===== config.mk =====
export PLATFORM = sky130hd
export DESIGN_NAME = maze_move_sequencer_flat
export DESIGN_NICKNAME = d
export VERILOG_FILES = /design/src/rtl/maze_move_sequencer_if.sv /design/src/rtl/maze_move_sequencer.sv /design/src/flat_wrapper.sv
export SDC_FILE = /design/constraint.sdc
export NUM_CORES = 1
export LEC_CHECK = 0
export CAP_MARGIN = 20
export CORE_MARGIN = 1
export CORE_UTILIZATION = 25
export DETAILED_ROUTE_END_ITERATION = 10
export GPL_TIMING_DRIVEN = 0
export PLACE_DENSITY = 0.59
export SLEW_MARGIN = 20
export SYNTH_ARGS = -nofsm -noshare
export SYNTH_HDL_FRONTEND = slang
export SYNTH_SLANG_ARGS = --single-unit

===== constraint.sdc =====
create_clock -name clk -period 2.31 [get_ports clk]
set_input_delay 0.462 -clock clk [delete_from_list [all_inputs] [get_ports clk]]
set_output_delay 0.462 -clock clk [all_outputs]
set_load 0.05 [all_outputs]

===== src/rtl/maze_move_sequencer_if.sv =====
// Bundles the move requests, the map ROM port and the player/status
// outputs of the maze move sequencer.
interface maze_move_sequencer_if #(
   parameter int unsigned MAP_W = 30,
   parameter int unsigned ADDRW = 5
);
   logic [3:0]       move_req;
   logic [ADDRW-1:0] rom_addr;
   logic [MAP_W-1:0] rom_data;
   logic [7:0]       player_x_pos;
   logic [7:0]       player_y_pos;
   logic             busy;
   logic             blocked;
   logic             lost;
   logic             won;
   logic [15:0]      move_count;

   // Environment side: drives move requests and returns map rows.
   modport master (
      output move_req,
      output rom_data,
      input  rom_addr,
      input  player_x_pos,
      input  player_y_pos,
      input  busy,
      input  blocked,
      input  lost,
      input  won,
      input  move_count
   );

   // Sequencer side.
   modport slave (
      input  move_req,
      input  rom_data,
      output rom_addr,
      output player_x_pos,
      output player_y_pos,
      output busy,
      output blocked,
      output lost,
      output won,
      output move_count
   );
endinterface


===== src/rtl/maze_move_sequencer.sv =====
// Maze move sequencer: validates each move against the map edges, fetches the
// target row from the map ROM, then commits the move or ends the game on a wall.
module maze_move_sequencer #(
   parameter int unsigned MAP_W   = 30,
   parameter int unsigned MAP_H   = 21,
   parameter int unsigned ADDRW   = $clog2(MAP_H),
   parameter int unsigned ROM_LAT = 1,
   parameter int unsigned START_X = 0,
   parameter int unsigned START_Y = 20,
   parameter int unsigned GOAL_X  = 29,
   parameter int unsigned GOAL_Y  = 0
) (
   input logic                  clk,
   input logic                  reset,
   maze_move_sequencer_if.slave bus
);
   localparam int unsigned XW = (MAP_W > 1) ? $clog2(MAP_W) : 1;
   localparam int unsigned YW = ADDRW;
   localparam int unsigned CW = (ROM_LAT > 1) ? $clog2(ROM_LAT) : 1;

   typedef enum logic [1:0] {StIdle, StWait, StCheck, StOver} state_e;

   state_e          state_q, state_d;
   logic [XW-1:0]   x_q, cand_x_q, nxt_x;
   logic [YW-1:0]   y_q, cand_y_q, nxt_y;
   logic [ADDRW-1:0] rom_addr_q;
   logic [CW-1:0]   wait_q;
   logic            blocked_q, lost_q, won_q;
   logic [15:0]     count_q;
   logic            req_valid, edge_hit, wall, goal_hit;

   // Pick the highest-priority request and compute its target and edge status.
   always_comb begin
      req_valid = 1'b0;
      edge_hit  = 1'b0;
      nxt_x     = x_q;
      nxt_y     = y_q;
      if (bus.move_req[0]) begin
         req_valid = 1'b1;
         edge_hit  = (y_q == '0);
         nxt_y     = y_q - 1'b1;
      end else if (bus.move_req[1]) begin
         req_valid = 1'b1;
         edge_hit  = (y_q == YW'(MAP_H - 1));
         nxt_y     = y_q + 1'b1;
      end else if (bus.move_req[2]) begin
         req_valid = 1'b1;
         edge_hit  = (x_q == '0);
         nxt_x     = x_q - 1'b1;
      end else if (bus.move_req[3]) begin
         req_valid = 1'b1;
         edge_hit  = (x_q == XW'(MAP_W - 1));
         nxt_x     = x_q + 1'b1;
      end
   end

   assign wall     = bus.rom_data[cand_x_q];
   assign goal_hit = (cand_x_q == XW'(GOAL_X)) && (cand_y_q == YW'(GOAL_Y));

   // State register.
   always_ff @(posedge clk or posedge reset) begin
      if (reset) state_q <= StIdle;
      else       state_q <= state_d;
   end

   // Next-state decode.
   always_comb begin
      state_d = state_q;
      unique case (state_q)
         StIdle:  if (req_valid && !edge_hit) state_d = StWait;
         StWait:  if (wait_q == '0) state_d = StCheck;
         StCheck: state_d = (wall || goal_hit) ? StOver : StIdle;
         StOver:  state_d = StOver;
         default: state_d = StIdle;
      endcase
   end

   // Datapath: candidate latch, ROM address, wait counter, commit and flags.
   always_ff @(posedge clk or posedge reset) begin
      if (reset) begin
         x_q        <= XW'(START_X);
         y_q        <= YW'(START_Y);
         cand_x_q   <= '0;
         cand_y_q   <= '0;
         rom_addr_q <= ADDRW'(START_Y);
         wait_q     <= '0;
         blocked_q  <= 1'b0;
         lost_q     <= 1'b0;
         won_q      <= 1'b0;
         count_q    <= '0;
      end else begin
         blocked_q <= 1'b0;
         unique case (state_q)
            StIdle: begin
               if (req_valid) begin
                  if (edge_hit) begin
                     blocked_q <= 1'b1;
                  end else begin
                     cand_x_q   <= nxt_x;
                     cand_y_q   <= nxt_y;
                     rom_addr_q <= nxt_y;
                     wait_q     <= CW'(ROM_LAT - 1);
                  end
               end
            end
            StWait: begin
               if (wait_q != '0) wait_q <= wait_q - 1'b1;
            end
            StCheck: begin
               if (wall) begin
                  lost_q <= 1'b1;
               end else begin
                  x_q <= cand_x_q;
                  y_q <= cand_y_q;
                  if (count_q != 16'hFFFF) count_q <= count_q + 16'd1;
                  if (goal_hit) won_q <= 1'b1;
               end
            end
            default: ;
         endcase
      end
   end

   // Outputs; busy only while a move is in flight.
   always_comb begin
      bus.rom_addr     = rom_addr_q;
      bus.player_x_pos = 8'(x_q);
      bus.player_y_pos = 8'(y_q);
      bus.busy         = (state_q == StWait) || (state_q == StCheck);
      bus.blocked      = blocked_q;
      bus.lost         = lost_q;
      bus.won          = won_q;
      bus.move_count   = count_q;
   end
endmodule


===== src/flat_wrapper.sv =====
// flat-port wrapper written by rule: the top's interface ports become plain ports
module maze_move_sequencer_flat 
#(
   parameter int unsigned MAP_W   = 30,
   parameter int unsigned MAP_H   = 21,
   parameter int unsigned ADDRW   = $clog2(MAP_H),
   parameter int unsigned ROM_LAT = 1,
   parameter int unsigned START_X = 0,
   parameter int unsigned START_Y = 20,
   parameter int unsigned GOAL_X  = 29,
   parameter int unsigned GOAL_Y  = 0
)
  (clk, reset, bus_move_req, bus_rom_data, bus_rom_addr, bus_player_x_pos, bus_player_y_pos, bus_busy, bus_blocked, bus_lost, bus_won, bus_move_count);
  maze_move_sequencer_if #(.MAP_W(MAP_W), .ADDRW(ADDRW)) bus_i ();
  input logic clk;
  input logic reset;
  input wire logic [$bits(bus_i.move_req)-1:0] bus_move_req;
  input wire logic [$bits(bus_i.rom_data)-1:0] bus_rom_data;
  output wire logic [$bits(bus_i.rom_addr)-1:0] bus_rom_addr;
  output wire logic [$bits(bus_i.player_x_pos)-1:0] bus_player_x_pos;
  output wire logic [$bits(bus_i.player_y_pos)-1:0] bus_player_y_pos;
  output wire logic [$bits(bus_i.busy)-1:0] bus_busy;
  output wire logic [$bits(bus_i.blocked)-1:0] bus_blocked;
  output wire logic [$bits(bus_i.lost)-1:0] bus_lost;
  output wire logic [$bits(bus_i.won)-1:0] bus_won;
  output wire logic [$bits(bus_i.move_count)-1:0] bus_move_count;
  assign bus_i.move_req = bus_move_req;
  assign bus_i.rom_data = bus_rom_data;
  assign bus_rom_addr = bus_i.rom_addr;
  assign bus_player_x_pos = bus_i.player_x_pos;
  assign bus_player_y_pos = bus_i.player_y_pos;
  assign bus_busy = bus_i.busy;
  assign bus_blocked = bus_i.blocked;
  assign bus_lost = bus_i.lost;
  assign bus_won = bus_i.won;
  assign bus_move_count = bus_i.move_count;
  maze_move_sequencer #(.MAP_W(MAP_W), .MAP_H(MAP_H), .ADDRW(ADDRW), .ROM_LAT(ROM_LAT), .START_X(START_X), .START_Y(START_Y), .GOAL_X(GOAL_X), .GOAL_Y(GOAL_Y)) u_core (.clk(clk), .reset(reset), .bus(bus_i));
endmodule

==> summary.md <==
| Metric | Value |
|---|---|
| Status | finished, final reports clean |
| Seq. cell area | 1080 um2 |
| Total Routed Length | 6.49 mm |
| Async set-or-reset flop fraction in the synthesized netlist | 100% |
| Classification of the worst setup path | primary input to flip-flop |
| First-pass GRT wire length | 10.9 mm |
| Distinct cells, synth | 49 |
| Gr usage total | 12.4% |
| Port buffer count | 69 |
| Design area | 3710 um2 |
| PwrDens | 437 nW/um2 |
| Post-Synthesis Cell Area | 2670 um2 |
| Placed cell area | 3570 um2 |
| Nets | 397 |
| Clock period minus worst slack | 2250 ps |
| Area Overhead vs Synth | 38.8% |
| Lkg Pwr | 1.54 nW |
| Synth top cells by count | dfrtp_1 (39), nand2_1 (33), nor2_1 (13), o21ai_0 (13) |
| Switching Share | 25.8% |
| Initial Util | 25.9% |
| Vias | 2233 |
| Number of synthesized flops with an enable pin | 0 |
| Worst-margin pin slew | 586 ps |
| HPWL Detailed | 5.00 mm |
| Syn avg cell area | 9.96 um2 |
| Sequential cell area fraction in the yosys report | 40.5% |
| Fin crit share | 97.5% |
| Max cap viols | 0 |
| Grt met2 use | 21.6% |
| Fin Hold WS | 410 ps |
| Post-DRT Antenna Nets | 0 |
| Post-synth top flop | dfrtp_1 |
| Num ports | 77 |
| CTS buffer count | 5 |
| Synth Instances | 268 |
| Number of antenna violations at the first check in global routing | 0 |
| CTS clk-pin slew, worst paths | 90 ps |
| Fillers | 1045 |
| RSZ-0062 raised after global routing | false |
| Drt first-iter violations | 97 |
| CTS Sinks | 43 |
| Max stage delay cell, worst path | mux4_2 |
| Sequential power share | 48.4% |
| Dpl ws | -321 ps |
| CP Capture Type | flip-flop |
| VDD IR-drop max | 0.237 mV |
| GRT busiest layer | met2 |
| Die X | 105 um |
| Final Worst Setup Slack | 56.7 ps |
| Yosys warning count | 0 |
| Synthesized flop and latch total | 43 |
| DRC | 0 |
| CP arrival | 2420 ps |
| CP peak stage delay | 490 ps |
| H-tree levels | 2 |
| Count leader, synth | dfrtp_1 |
| Detailed Routing Iterations Pass 1 | 4 |
| Final number of hold-violating endpoints | 0 |
| Worst EP required | 2480 ps |
| Core area | 10300 um2 |
| # setup viols final | 0 |
| Multi-input logic area | 1450 um2 |
| M3 GR Usage | 3.03% |
| Number of global-route vias before repair | 2212 |
| Switching power | 418 uW |
| Clk_skew | 8.93 ps |
| Layout cell share with drive strength beyond 1 | 16.5% |
| Leading area contributor after synthesis | dfrtp_1 |
| Max Buffers Root-to-Sink | 2 |
| DIE AREA | 11100 um2 |
| Combinational share of power | 15.2% |
| Startpoint types | primary input |
| P_int | 1.20 mW |
| Die height | 105 um |
| Congestion Overflow GR | 0 |
| Met1 Usage GRT | 15.4% |
| Vias/cell | 4.58 |
| F_max | 444 MHz |
| Pin count of the biggest net entering global routing | 35 |
| Hold Path Class | primary input to async pin |
| GPL Wtd Cong | 0.793 |
| Slew Viols, Final | 0 |
| Clk root buf | clkbuf_8 |
| Worst-path maximum fanout | 10 |
| Synth top area cells | dfrtp_1 (37%), ha_1 (4.7%), nand2_1 (4.6%) |
| Rows | 37 |
| Clock insertion delay at the later pin of the skew report | 290 ps |
| Most Frequent Cell on Critical Path | o31ai_1 |
| WL per Instance | 13.3 um |
| CP cell instances | clkdlybuf4s50_1 -> mux4_2 -> a22oi_2 -> and4_4 -> a21oi_4 -> buf_4 -> o31ai_1 -> o31ai_1 |
| CTS tree | yes |
| Antenna diodes | 0 |
| Synth top area share | 36.6% |
| Slew headroom | 60.6% |
| Clk pwr share | 36.3% |
==> final timing paths <==
check	from	cells after the start	slack (ps)	end
max in group asynchronous	reset	3	1370	u_core.y_q[4]
hold reg to reg	u_core.bus.rom_addr[2]	2	460	u_core.bus.rom_addr[2]
hold / removal	reset	2	410	u_core.bus.move_count[5]
setup reg to reg	u_core.cand_x_q[0]	8	100	u_core.y_q[1]
min in group clk	u_core.bus.rom_addr[2]	2	460	u_core.bus.rom_addr[2]
setup / recovery	bus_rom_data[6]	8	60	u_core.bus.move_count[15]
==> per-layer routing <==
metal,share of wire (%),vias up
met5,0,-
met4,0.69,0
met3,4.0,4
met2,50,47
met1,45,1091
li1,-,1091
==> registers in the layout (all words and copies together), names as in the netlist <==
name	count
u_core.bus.blocked	1
u_core.bus.lost	1
u_core.bus.move_count	16
u_core.bus.rom_addr	5
u_core.bus.won	1
u_core.cand_x_q	5
u_core.cand_y_q	2
u_core.state_q	2
u_core.x_q	5
u_core.y_q	5
==> worst max-delay path: cells and delay by family <==
kind / cells / cell delay [ps]
AOI/OAI and AO/OA: 4 / 620
buffers and inverters: 2 / 590
muxes: 1 / 490
and+or+nand+nor: 1 / 250
==> power by group through the flow <==
stage / clock network, mW / logic, mW / registers, mW
floorplan: 0 / 0.0893 / 0.847
global placement: 0 / 0.242 / 0.799
detailed placement: 0 / 0.248 / 0.800
CTS: 0.609 / 0.248 / 0.786
global route: 0.646 / 0.263 / 0.789
finish: 0.589 / 0.247 / 0.785
==> cells by family after synthesis <==
family / count (synthesis) / synth area share, %
multiplexers: 21 / 10.4
other: 1 / 0.140
buffers and inverters: 29 / 6.09
flip-flops: 43 / 40.5
AND/OR/NAND/NOR: 104 / 21.0
adder cells (fa/ha/maj): 10 / 4.69
AO/OA/AOI/OAI: 37 / 9.61
XOR/XNOR: 23 / 7.54
==> through the flow <==
stage,utilization (%),TNS [ps],power [mW],cells
after floorplan,-,0,0.936,273
after global placement,34.4,-10310,1.04,478
after CTS,35.7,0,1.64,487
after global routing,35.9,0,1.70,488
final,35.9,0,1.62,488
after detailed placement,34.6,-6350,1.05,479
==> what timing repair did <==
item,CTS,global route
setup buffers,0,2
gates resized for setup,3,6
hold buffers,0,0
pin swaps,0,1
endpoints found under the setup margin,5,27
==> placed cells by master, fill, tap and decap left out, types with 4 or more instances in the layout <==
| cell | count |
|---|---|
| a21oi_1 | 7 |
| clkbuf_8 | 5 |
| xor2_1 | 11 |
| mux2_2 | 11 |
| inv_1 | 9 |
| nand3_1 | 12 |
| nor3_2 | 4 |
| o21ai_0 | 13 |
| dfstp_2 | 4 |
| ha_1 | 10 |
| mux2i_1 | 6 |
| nor3_1 | 6 |
| dfrtp_1 | 39 |
| nand2b_1 | 5 |
| and3_1 | 5 |
| buf_4 | 12 |
| mux4_2 | 4 |
| clkdlybuf4s50_1 | 68 |
| xnor2_1 | 12 |
| nand2_1 | 33 |
| nor2_1 | 13 |
| conb_1 | 6 |
==> area by class of cell <==
cell class	instances	area share (%)
multi-input combinational	201	39.1
tap	136	4.59
buffer	18	3.54
inverter	10	1.01
clock inverter	3	1.18
clock buffer	5	1.86
sequential	43	29.2
timing repair buffer	72	19.5
(Power assumes the default switching activity.)
